--- src/rtl/spell_rambus_arbiter_pkg.sv ---
`default_nettype none
// ---------------------------------------------------------------------------
// spell_pkg: shared state encoding and port indices for the rambus arbiter.
// Rev 1.0
// ---------------------------------------------------------------------------
package spell_pkg;

  localparam logic [0:0] S_IDLE = 1'b0;
  localparam logic [0:0] S_BUSY = 1'b1;

  typedef enum logic [0:0] {
    IDLE = S_IDLE,
    BUSY = S_BUSY
  } state_e;

  localparam logic PORT_CORE = 1'b0;
  localparam logic PORT_HOST = 1'b1;

endpackage
`default_nettype wire

--- src/rtl/spell_rambus_arbiter_rr_pick.sv ---
`default_nettype none
// ---------------------------------------------------------------------------
// spell_rr_pick: 2-way combinational round-robin selector.
// Rev 1.0
// ---------------------------------------------------------------------------
module spell_rr_pick (
  input  logic [1:0] req,
  input  logic       last_grant,
  output logic [1:0] grant
);

  // On a tie the port that did not own the bus last time wins.
  always_comb begin
    grant = req;
    if (req == 2'b11) begin
      grant = last_grant ? 2'b01 : 2'b10;
    end
  end

endmodule
`default_nettype wire

--- src/rtl/spell_rambus_arbiter.sv ---
`default_nettype none
// ---------------------------------------------------------------------------
// spell_rambus_arbiter: shares the OpenRAM wishbone port between core and host.
// Optional watchdog abort enabled by SPELL_ARB_TIMEOUT_EN.  Rev 1.0
// ---------------------------------------------------------------------------
module spell_rambus_arbiter
  import spell_pkg::*;
#(
  parameter int ADDR_W         = 8,
  parameter int DATA_W         = 32,
  parameter int TIMEOUT_CYCLES = 255
) (
  input  logic                clock,
  input  logic                reset_n,

  input  logic                c0_cyc_i,
  input  logic                c0_stb_i,
  input  logic                c0_we_i,
  input  logic [DATA_W/8-1:0] c0_sel_i,
  input  logic [ADDR_W-1:0]   c0_addr_i,
  input  logic [DATA_W-1:0]   c0_dat_i,
  output logic                c0_ack_o,
  output logic                c0_err_o,
  output logic [DATA_W-1:0]   c0_dat_o,

  input  logic                c1_cyc_i,
  input  logic                c1_stb_i,
  input  logic                c1_we_i,
  input  logic [DATA_W/8-1:0] c1_sel_i,
  input  logic [ADDR_W-1:0]   c1_addr_i,
  input  logic [DATA_W-1:0]   c1_dat_i,
  output logic                c1_ack_o,
  output logic                c1_err_o,
  output logic [DATA_W-1:0]   c1_dat_o,

  output logic                ram_cyc_o,
  output logic                ram_stb_o,
  output logic                ram_we_o,
  output logic [DATA_W/8-1:0] ram_sel_o,
  output logic [ADDR_W-1:0]   ram_addr_o,
  output logic [DATA_W-1:0]   ram_dat_o,
  input  logic                ram_ack_i,
  input  logic [DATA_W-1:0]   ram_dat_i,

  output logic [1:0]          grant_o
);

  localparam int SEL_W = DATA_W / 8;

  state_e state_q, state_d;
  logic   owner_q, owner_d;
  logic   last_grant_q, last_grant_d;

  logic [1:0] req;
  logic [1:0] pick;
  logic       busy;
  logic       owner_cyc;
  logic       done_ack;
  logic       done_to;

  assign req = {c1_cyc_i & c1_stb_i, c0_cyc_i & c0_stb_i};

  spell_rr_pick u_rr_pick (
    .req        (req),
    .last_grant (last_grant_q),
    .grant      (pick)
  );

  // Gating with reset_n drops every output the instant reset asserts.
  assign busy      = (state_q == BUSY) & reset_n;
  assign owner_cyc = (owner_q == PORT_HOST) ? c1_cyc_i : c0_cyc_i;
  assign done_ack  = busy & ram_ack_i;

`ifdef SPELL_ARB_TIMEOUT_EN
  localparam int CNT_W = (TIMEOUT_CYCLES > 0) ? $clog2(TIMEOUT_CYCLES + 1) : 1;
  localparam logic [CNT_W-1:0] CNT_MAX = CNT_W'(TIMEOUT_CYCLES);

  logic [CNT_W-1:0] cnt_q, cnt_d;

  // Ack and requester abort both take precedence over the watchdog.
  assign done_to = busy & ~ram_ack_i & owner_cyc & (cnt_q == CNT_MAX);

  always_comb begin
    cnt_d = cnt_q;
    if (state_q == IDLE) begin
      cnt_d = '0;
    end else if (cnt_q != CNT_MAX) begin
      cnt_d = cnt_q + 1'b1;
    end
  end

  always_ff @(posedge clock or negedge reset_n) begin
    if (!reset_n) begin
      cnt_q <= '0;
    end else begin
      cnt_q <= cnt_d;
    end
  end
`else
  // Watchdog absent: the parameter is kept only so both builds share one interface.
  assign done_to = busy & (TIMEOUT_CYCLES < 0);
`endif

  always_comb begin
    state_d      = state_q;
    owner_d      = owner_q;
    last_grant_d = last_grant_q;
    case (state_q)
      IDLE: begin
        if (|req) begin
          state_d = BUSY;
          owner_d = (pick == 2'b10) ? PORT_HOST : PORT_CORE;
        end
      end
      BUSY: begin
        if (ram_ack_i || !owner_cyc || done_to) begin
          state_d      = IDLE;
          last_grant_d = owner_q;
        end
      end
      default: state_d = IDLE;
    endcase
  end

  always_ff @(posedge clock or negedge reset_n) begin
    if (!reset_n) begin
      state_q      <= IDLE;
      owner_q      <= PORT_CORE;
      last_grant_q <= PORT_HOST;
    end else begin
      state_q      <= state_d;
      owner_q      <= owner_d;
      last_grant_q <= last_grant_d;
    end
  end

  assign grant_o[PORT_CORE] = busy & (owner_q == PORT_CORE);
  assign grant_o[PORT_HOST] = busy & (owner_q == PORT_HOST);

  assign ram_cyc_o  = busy;
  assign ram_stb_o  = busy;
  assign ram_we_o   = busy & ((owner_q == PORT_HOST) ? c1_we_i : c0_we_i);
  assign ram_sel_o  = {SEL_W{busy}}  & ((owner_q == PORT_HOST) ? c1_sel_i  : c0_sel_i);
  assign ram_addr_o = {ADDR_W{busy}} & ((owner_q == PORT_HOST) ? c1_addr_i : c0_addr_i);
  assign ram_dat_o  = {DATA_W{busy}} & ((owner_q == PORT_HOST) ? c1_dat_i  : c0_dat_i);

  assign c0_ack_o = done_ack & (owner_q == PORT_CORE);
  assign c1_ack_o = done_ack & (owner_q == PORT_HOST);
  assign c0_err_o = done_to  & (owner_q == PORT_CORE);
  assign c1_err_o = done_to  & (owner_q == PORT_HOST);

  assign c0_dat_o = ram_dat_i;
  assign c1_dat_o = ram_dat_i;

endmodule
`default_nettype wire
--- config.mk ---
export PLATFORM = sky130hd
export DESIGN_NAME = spell_rambus_arbiter
export DESIGN_NICKNAME = d
export VERILOG_FILES = /design/src/rtl/spell_rambus_arbiter_pkg.sv /design/src/rtl/spell_rambus_arbiter_rr_pick.sv /design/src/rtl/spell_rambus_arbiter.sv
export SDC_FILE = /design/constraint.sdc
export NUM_CORES = 1
export LEC_CHECK = 0
export ABC_AREA = 1
export CORE_AREA = 2 2 96 98
export CTS_CLUSTER_SIZE = 20
export DETAILED_ROUTE_END_ITERATION = 16
export DIE_AREA = 0 0 98 100
export GPL_ROUTABILITY_DRIVEN = 1
export SYNTH_ARGS = -nofsm -noshare
export SYNTH_HDL_FRONTEND = slang
export SYNTH_SLANG_ARGS = --single-unit
--- constraint.sdc ---
create_clock -name clock -period 1.9 [get_ports clock]
set_input_delay 0.475 -clock clock [delete_from_list [all_inputs] [get_ports clock]]
set_output_delay 0.475 -clock clock [all_outputs]
set_load 0.01 [all_outputs]
Word-level counts from Yosys, hierarchy flattened
Index checks and enable logic that the tools add are counted.
{ "word_totals": {"reg_bits": 3, "latchBits": 0, "mem_bits_rw": 0, "mem_bits_ro": 0, "mem_count": 0} }
{ "classes": {"add_sub_neg": 0, "mul": 0, "div_mod_pow": 0, "n_lt_le_gt_ge": 0, "n_eq_ne": 2, "shifts": 0, "muxes": 11, "bitwise": 14, "reduce_logical": 5} }
{ "op_table": {"columns": ["cell", "count"], "rows": [
  ["32-bit bitwise AND", 1],
  ["32-bit two-way mux", 1],
  ["1-bit bitwise AND", 9],
  ["8-bit bitwise AND", 1],
  ["8-bit two-way mux", 1],
  ["1-bit two-way mux", 5],
  ["4-bit bitwise AND", 1],
  ["2-bit == test, second input constant", 2],
  ["2-bit two-way mux", 2],
  ["4-bit two-way mux", 1],
  ["2-bit AND reduction", 2],
  ["1-bit inverter", 2],
  ["1-bit case mux with 2 select lines", 1],
  ["2-bit OR reduction", 1],
  ["1-bit logical NOT", 1],
  ["1-bit logical OR", 1]
]} }

Longest topological paths before layout
Gate-level depths: netlist of the first run.
{ "logic_depth": {"depth_word": 5, "depth_mapped": 7, "depth_no_buf": 6} }

Hierarchy
Synthesis of the first run repeated with hierarchy kept, for this count alone.
{ "unflattened": {"hier_cells": 250, "hier_area_um2": 1346.3} }
{ "modules_own_cells": {"columns": ["mod", "n_inst", "cells_per_inst", "area_each_um2", "seq_area_each_um2"], "rows": [
  ["spell_rambus_arbiter", 1, 245, 1325.0, 76.3],
  ["spell_rr_pick", 1, 5, 21.3, 0.0]
]} }

Worst setup path after synthesis of the first run
No wires, ideal clock.
{ "synth_path": {"path_type": "input-to-output", "start": "in reset_n", "end": "out ram_dat_o[22]", "t_arrival_ns": 1.059, "required_time_ns": 1.425, "path_slack_ns": 0.366, "cell_stages": 7, "path_cell_list": "nand2_2 clkinv_2 nand2_2 inv_4 buf_6 nand2_1 nand2_1"} }
{ "synth_via": {"elab_chain_len": 2} }
{ "synth_rtl": {"columns": ["item", "line", "source"], "rows": [
  ["start, declared", "spell_rambus_arbiter.sv:14", "input logic reset_n,"],
  ["1-bit bitwise AND", "spell_rambus_arbiter.sv:70", "assign busy = (state_q == BUSY) & reset_n;"],
  ["net ram_cyc_o", "spell_rambus_arbiter.sv:36", "output logic ram_cyc_o,"],
  ["32-bit bitwise AND", "spell_rambus_arbiter.sv:145", "assign ram_dat_o = {DATA_W{busy}} & ((owner_q == PORT_HOST) ? c1_dat_i : c0_dat_i);"],
  ["end, declared", "spell_rambus_arbiter.sv:41", "output logic [DATA_W-1:0] ram_dat_o,"]
]} }
The timed path passes the listed nets, and every way through them passes these cells.

Worst setup path in the final report of the first run
{ "layout_path": {"start": "reg state_q", "end": "out ram_addr_o[4]"} }
{ "layout_via": {"elab_chain_len": 2} }
{ "layout_rtl": {"columns": ["item", "line", "source"], "rows": [
  ["start, declared", "spell_rambus_arbiter.sv:50", "state_e state_q, state_d;"],
  ["start signal, assigned", "spell_rambus_arbiter.sv:131", "state_q <= state_d;"],
  ["1-bit bitwise AND", "spell_rambus_arbiter.sv:70", null],
  ["8-bit bitwise AND", "spell_rambus_arbiter.sv:144", "assign ram_addr_o = {ADDR_W{busy}} & ((owner_q == PORT_HOST) ? c1_addr_i : c0_addr_i);"],
  ["end, declared", "spell_rambus_arbiter.sv:40", "output logic [ADDR_W-1:0] ram_addr_o,"]
]} }
No other way between the ends.

==> impl_metrics.yaml, run 1 <==
critical_path:
  critical_path.top_delay_family: "buffers and inverters"
  cp-end-kind: "output port"
  crit_chain: "nand2_2 -> clkinv_4 -> buf_6 -> nand2_8 -> clkinv_8 -> clkbuf_16 -> nand2_2 -> nand2_1 -> buf_2"
  worst_setup_path_start_kind: "flip-flop"
  worstSetupPathType: "reg -> out"
  rr_startpoint: "owner_q$_DFFE_PN0P_"
  cp_slowest_stage_delay_ns: 0.39
  cpMaxStageDelayCell: "dfrtp_1"
  regToRegSetupSlack_ns: 0.69
  cp.depth: 9
  timing.critical_path.buf_inv: 5
  reg2reg_to: "state_q$_DFF_PN0_"
  required_ns: 1.42
  crit_path_frequent_cell: "nand2_2"
  reg2reg_depth: 5
  path_max_fanout: 8
  arrival_ns: 1.47
logic_synthesis:
  avgSynthCellArea_sq_um: 5.391
  synth-seq-cells: 3
  synthFlopType: "dfrtp_1"
  syn_inst: 243
  synth.yosys.seq_area_share: 0.05826
  yosys_warnings: 0
  synth_top_area_frac: 0.4155
  synthTopCellsByArea: "nand2_1, buf_4, buf_6"
  syn-cell-area_sq_um: 1310
  synth.most_common_cell: "nand2_1"
  async_flop_share: 1.000
  yosysUniqueCellTypes: 13
  yosysTopAreaCell: "nand2_1"
  synthTopCellsByCount: "nand2_1, buf_4, buf_6"
  synth_edf_count: 0
sta:
  setup_ws_ns: -0.04975
  setup_violations: 45
  hold_viol: 0
  period_needed_ns: 1.950
  whs_ns: 0.1617
  finClkSkew_ns: 0.0004919
  fmax_mhz: 512.9
  maxSlewViolCount: 0
  rsz0062_at_grt: "true"
  fin_crit_sh: 1.026
detailed_routing:
  wirelength_um: 5840
  drt-initial-drc-count: 11
  antenna_left: 0
  drcViolationCount: 0
  vias: 1723
  via_per_inst: 3.795
  routedWlPerCell_um: 12.86
  firstDrtPassIters: 4
placement:
  numPortBuffers: 147
  place.gp.congestion: 0.7250
  dp_cells: 436
  post-dp-hpwl_um: 3825
  placed_area_sq_um: 2449
global_route:
  grt-ovfl-total: 0
  grt_pass1_vias: 1653
  grt_usage: 0.09934
  grt_antenna_before_repair: 0
  grt_max_degree: 18
  grt_pass1_wl_um: 8059
final_layout:
  drive_above_1_share: 0.3878
  num-fill-cells: 952
  n_antenna_cell: 0
  nets: 473
  fin_util: 0.3243
  syn_to_final_growth_pct: 120.1
  ff_latch_area_sq_um: 76.32
  multi_input_area_sq_um: 829.5
  stdcell_count: 454
  fin_area_sq_um: 2883
power:
  combPwrFrac: 0.771
  power_frac_clock: 0.141
  switching_share: 0.3813
  ir_drop_uv: 419.5
  p_leak_nw: 1.515
  p_per_area_nw_per_um2: 453.3
  intPower_uw: 808.5
  seqPwrFrac: 0.088
  p_sw_uw: 498.4
clocking:
  cts_max_level: 1
  tritoncts.num_buffers: 3
  clkSinkCount: 3
  cts_root_buffer: "clkbuf_8"
  cts.clk_slew.worst_paths_ns: 0.03
  clockBufferDepth: 2
  cts_tree: "yes"
  clkLatencyLatePin_ns: 0.21
floorplanning:
  die_height_um: 100
  num_rows: 35
  die_area_sq_um: 9800
  die_width_um: 98
  io_pins: 246
  initial_core_util: 0.1474
  core_area_sq_um: 8890
run_status:
  failed_checks: "negative setup slack"
  outcome: "finished, violations left"
worst_hold_path:
  hold_class: "in -> async"
flow_run:
  maxCapViolCount: 0
power groups by stage:
stage | sequential [mW] | combinational, mW | clock [mW]
after global placement | 0.112 | 0.806 | 0
after CTS | 0.114 | 0.823 | 0.188
after global routing | 0.118 | 1.09 | 0.195
final | 0.115 | 1.01 | 0.184
after floorplan | 0.110 | 0.436 | 0
after detailed placement | 0.112 | 0.815 | 0
worst reg2reg max path, stage by stage (launching register included):
cell     delay [ns]
dfrtp_1        0.42
inv_1          0.15
buf_4          0.17
nand2_1        0.05
nand3_1        0.09
o21ai_0        0.23
layout make-up:
| type | count | share of cell area |
|---|---|---|
| multi-input cells | 158 | 0.2878 |
| clock buffers | 4 | 0.01563 |
| well taps | 111 | 0.04818 |
| inverters | 8 | 0.01823 |
| flip-flops and latches | 3 | 0.02648 |
| repair buffers | 170 | 0.6037 |
state kept, by name, indices dropped and copies added, names as in the netlist:
register      flops
owner_q           1
last_grant_q      1
state_q           1
worst max path at each step:
stage                                 start       endpoint  slack (ns)
after global routing      state_q$_DFF_PN0_  ram_dat_o[25]       -0.11
final                     state_q$_DFF_PN0_  ram_addr_o[4]       -0.05
after floorplan                     reset_n  ram_dat_o[22]        0.37
after CTS                           reset_n  ram_addr_o[4]       -0.05
after detailed placement            reset_n   ram_dat_o[8]       -0.68
after global placement              reset_n  ram_dat_o[28]       -0.66
placed cells by master, fill, tap and decap left out:
cell type / count
nand2_1: 92
nand2_2: 40
o21ai_0: 2
nor2_1: 2
buf_2: 32
inv_1: 5
clkdlybuf4s15_1: 2
clkinv_4: 1
buf_4: 7
clkbuf_8: 3
clkbuf_16: 4
nand2_8: 1
conb_1: 2
buf_12: 7
clkdlybuf4s50_1: 95
dfstp_2: 1
buf_6: 16
dlygate4sd2_1: 3
buf_16: 4
nand2_4: 15
clkinv_8: 1
dfrtp_1: 2
nand3_1: 4
inv_6: 1
clkbuf_1: 1
logic make-up (layout without fill, tap and decap cells):
| logic type | Yosys count | after routing | synth area share |
|---|---|---|---|
| AOI/OAI and AO/OA | 2 | 2 | 0.007641 |
| buffers and inverters | 83 | 182 | 0.4804 |
| DFF | 3 | 3 | 0.05827 |
| other | 1 | 2 | 0.002863 |
| and+or+nand+nor | 154 | 154 | 0.4508 |
per-layer routing:
metal / vias to the layer above / global-route usage / part of all wire
li1: 855 / - / -
met1: 751 / 0.1051 / 0.37
met2: 93 / 0.1855 / 0.52
met3: 24 / 0.02925 / 0.090
met4: 0 / 0.03846 / 0.022
met5: - / 0 / 0
per-stage QoR:
step	power, mW	setup WS [ns]	TNS (ns)
floorplan	0.5452	0.3657	0
detailed placement	0.9268	-0.6823	-32.00
finish	1.307	-0.04975	-1.291
global route	1.400	-0.1139	-4.273
global placement	0.9177	-0.6576	-30.73
CTS	1.125	-0.04633	-1.355
what timing repair did:
item / 4_1_cts / 5_1_grt
resized for setup: 204 / 86
gates cloned: 4 / 4
setup buffers: 6 / 0
setup endpoints to repair: 51 / 47
hold buffers: 0 / 0
pin swaps: 1 / 10
No activity file was read; power rests on OpenSTA's default activity.
==> run 2, diff against run 1 <==
--- a/config.mk
+++ b/config.mk
@@ -6,11 +6,12 @@
 export NUM_CORES = 1
 export LEC_CHECK = 0
 export ABC_AREA = 1
-export CORE_AREA = 2 2 96 98
+export CORE_AREA = 2 2 95 97
 export CTS_CLUSTER_SIZE = 20
 export DETAILED_ROUTE_END_ITERATION = 16
-export DIE_AREA = 0 0 98 100
+export DIE_AREA = 0 0 97 99
 export GPL_ROUTABILITY_DRIVEN = 1
+export SETUP_SLACK_MARGIN = 0.1
 export SYNTH_ARGS = -nofsm -noshare
 export SYNTH_HDL_FRONTEND = slang
 export SYNTH_SLANG_ARGS = --single-unit
==> constraint.sdc (replaced) <==
create_clock -name clock -period 1.87 [get_ports clock]
set_input_delay 0.4675 -clock clock [delete_from_list [all_inputs] [get_ports clock]]
set_output_delay 0.4675 -clock clock [all_outputs]
set_load 0.01 [all_outputs]
==> impl_metrics.yaml, run 2 (synthesis results as in run 1) <==
critical_path:
  crit_start: "state_q$_DFF_PN0_"
  arrival_ns: 1.39
  regToRegSetupSlack_ns: 0.86
  path_max_fanout: 9
  cpMaxStageDelayCell: "dfrtp_1"
  worst_setup_path_start_kind: "flip-flop"
  reg2reg_depth: 4
  worstSetupPathType: "reg -> out"
  cp_slowest_stage_delay_ns: 0.39
  required_ns: 1.40
  rr_startpoint: "owner_q$_DFFE_PN0P_"
  timing.critical_path.buf_inv: 5
  cp-end-kind: "output port"
  critical_path.top_delay_family: "buffers and inverters"
  crit_chain: "nand2_2 -> clkinv_4 -> nand2_8 -> inv_8 -> buf_12 -> buf_12 -> nand2_1 -> nand2_1 -> buf_2"
  reg2reg_to: "state_q$_DFF_PN0_"
sta:
  setup_violations: 0
  fmax_mhz: 539.1
  rsz0062_at_grt: "true"
  period_needed_ns: 1.855
  hold_viol: 0
  setup_ws_ns: 0.01506
  fin_crit_sh: 0.9919
  maxSlewViolCount: 0
  finClkSkew_ns: 0.0007937
clocking:
  cts_max_level: 1
  clkLatencyLatePin_ns: 0.21
  cts_root_buffer: "clkbuf_8"
  clockBufferDepth: 2
  cts_tree: "yes"
  cts.clk_slew.worst_paths_ns: 0.03
  tritoncts.num_buffers: 3
  clkSinkCount: 3
detailed_routing:
  routedWlPerCell_um: 13.99
  met3_length_um: 748
  wirelength_um: 6255
  firstDrtPassIters: 4
  drt-initial-drc-count: 32
  vias: 1708
  via_per_inst: 3.821
  antenna_left: 0
  highest_layer: "met4"
  wl_met1_um: 2249
  drcViolationCount: 0
  wl_met2_um: 3093
flow_run:
  maxCapViolCount: 0
power:
  ir_drop_uv: 412.2
  finalPower_mw: 1.229
  p_per_area_nw_per_um2: 460.5
  p_leak_nw: 1.412
final_layout:
  syn_to_final_growth_pct: 103.7
  nets: 469
  n_antenna_cell: 0
  multi_input_area_sq_um: 762.0
  ff_latch_area_sq_um: 76.32
  drive_above_1_share: 0.3510
  layout_commonest_cell: "nand2_1"
  num-fill-cells: 948
  largestRegisters: "last_grant_q (1), owner_q (1), state_q (1)"
  final_cell_mix: "nand2_1, clkdlybuf4s50_1, buf_2"
  fin_util: 0.3121
floorplanning:
  num_rows: 34
  core_area_sq_um: 8551
  die_area_sq_um: 9603
  io_pins: 246
  initial_core_util: 0.1532
  die_height_um: 99
  die_width_um: 97
global_route:
  grt_pass1_vias: 1729
  grt_pass1_wl_um: 9418
  grt_antenna_before_repair: 0
  grt-ovfl-total: 0
  grt_usage: 0.1225
  grt_max_degree: 18
placement:
  pre_cts_slack_ns: -0.7492
  numPortBuffers: 147
  place.gp.congestion: 0.7772
  post-dp-hpwl_um: 5015
run_status:
  outcome: "complete, no violations"
worst_hold_path:
  hold_class: "in -> async"
==> run 2: metal layers <==
metal	vias up	global-route usage
met4	0	0.04334
met2	122	0.2179
met3	13	0.04965
li1	842	-
met5	-	0
met1	731	0.1313
==> run 2: timing repair <==
action | 4_1_cts | 5_1_grt
cloned | 5 | 0
setup buffers | 4 | 2
hold buffers | 0 | 0
pin swaps | 2 | 2
resized for setup | 246 | 32
endpoints found under the setup margin | 51 | 47
==> run 2: worst max path at each step <==
stage / to / cells after the start
2_1_floorplan: ram_dat_o[22] / 7
3_3_place_gp: ram_sel_o[0] / 9
3_5_place_dp: ram_sel_o[0] / 9
4_1_cts: ram_dat_o[6] / 9
5_1_grt: ram_dat_o[23] / 9
6_report: ram_dat_o[6] / 9
==> run 2: worst reg2reg max path: stages (launching register included) <==
cell	delay [ns]
dfrtp_1	0.41
buf_4	0.16
nand2_1	0.05
nand3_1	0.11
o21ai_0	0.18
==> run 2: where the power goes <==
part           leakage (nW)  switching (mW)  internal, mW  total (mW)
clock                0.0228          0.0382         0.145       0.183
sequential           0.0351          0.0200        0.0951       0.115
combinational          1.35           0.409         0.522       0.931
==> run 2: cell type report <==
class	count	share of cell area
Sequential cell	3	0.02860
Timing Repair Buffer	166	0.5996
Clock buffer	4	0.01688
Tap cell	108	0.05063
Multi-Input combinational cell	158	0.2855
Inverter	8	0.01875
==> run 2: metrics by stage <==
| stage | hold slack (ns) | std cells | TNS (ns) | area [sq um] |
|---|---|---|---|---|
| 6_report | 0.1564 | 447 | 0 | 2669 |
| 3_3_place_gp | 0.4594 | 434 | -32.91 | 2477 |
| 5_1_grt | 0.1588 | 447 | -1.450 | 2669 |
| 3_5_place_dp | 0.4611 | 434 | -33.15 | 2477 |
| 4_1_cts | 0.1575 | 446 | -0.1472 | 2577 |
| 2_1_floorplan | 0.1719 | 244 | 0 | 1314 |
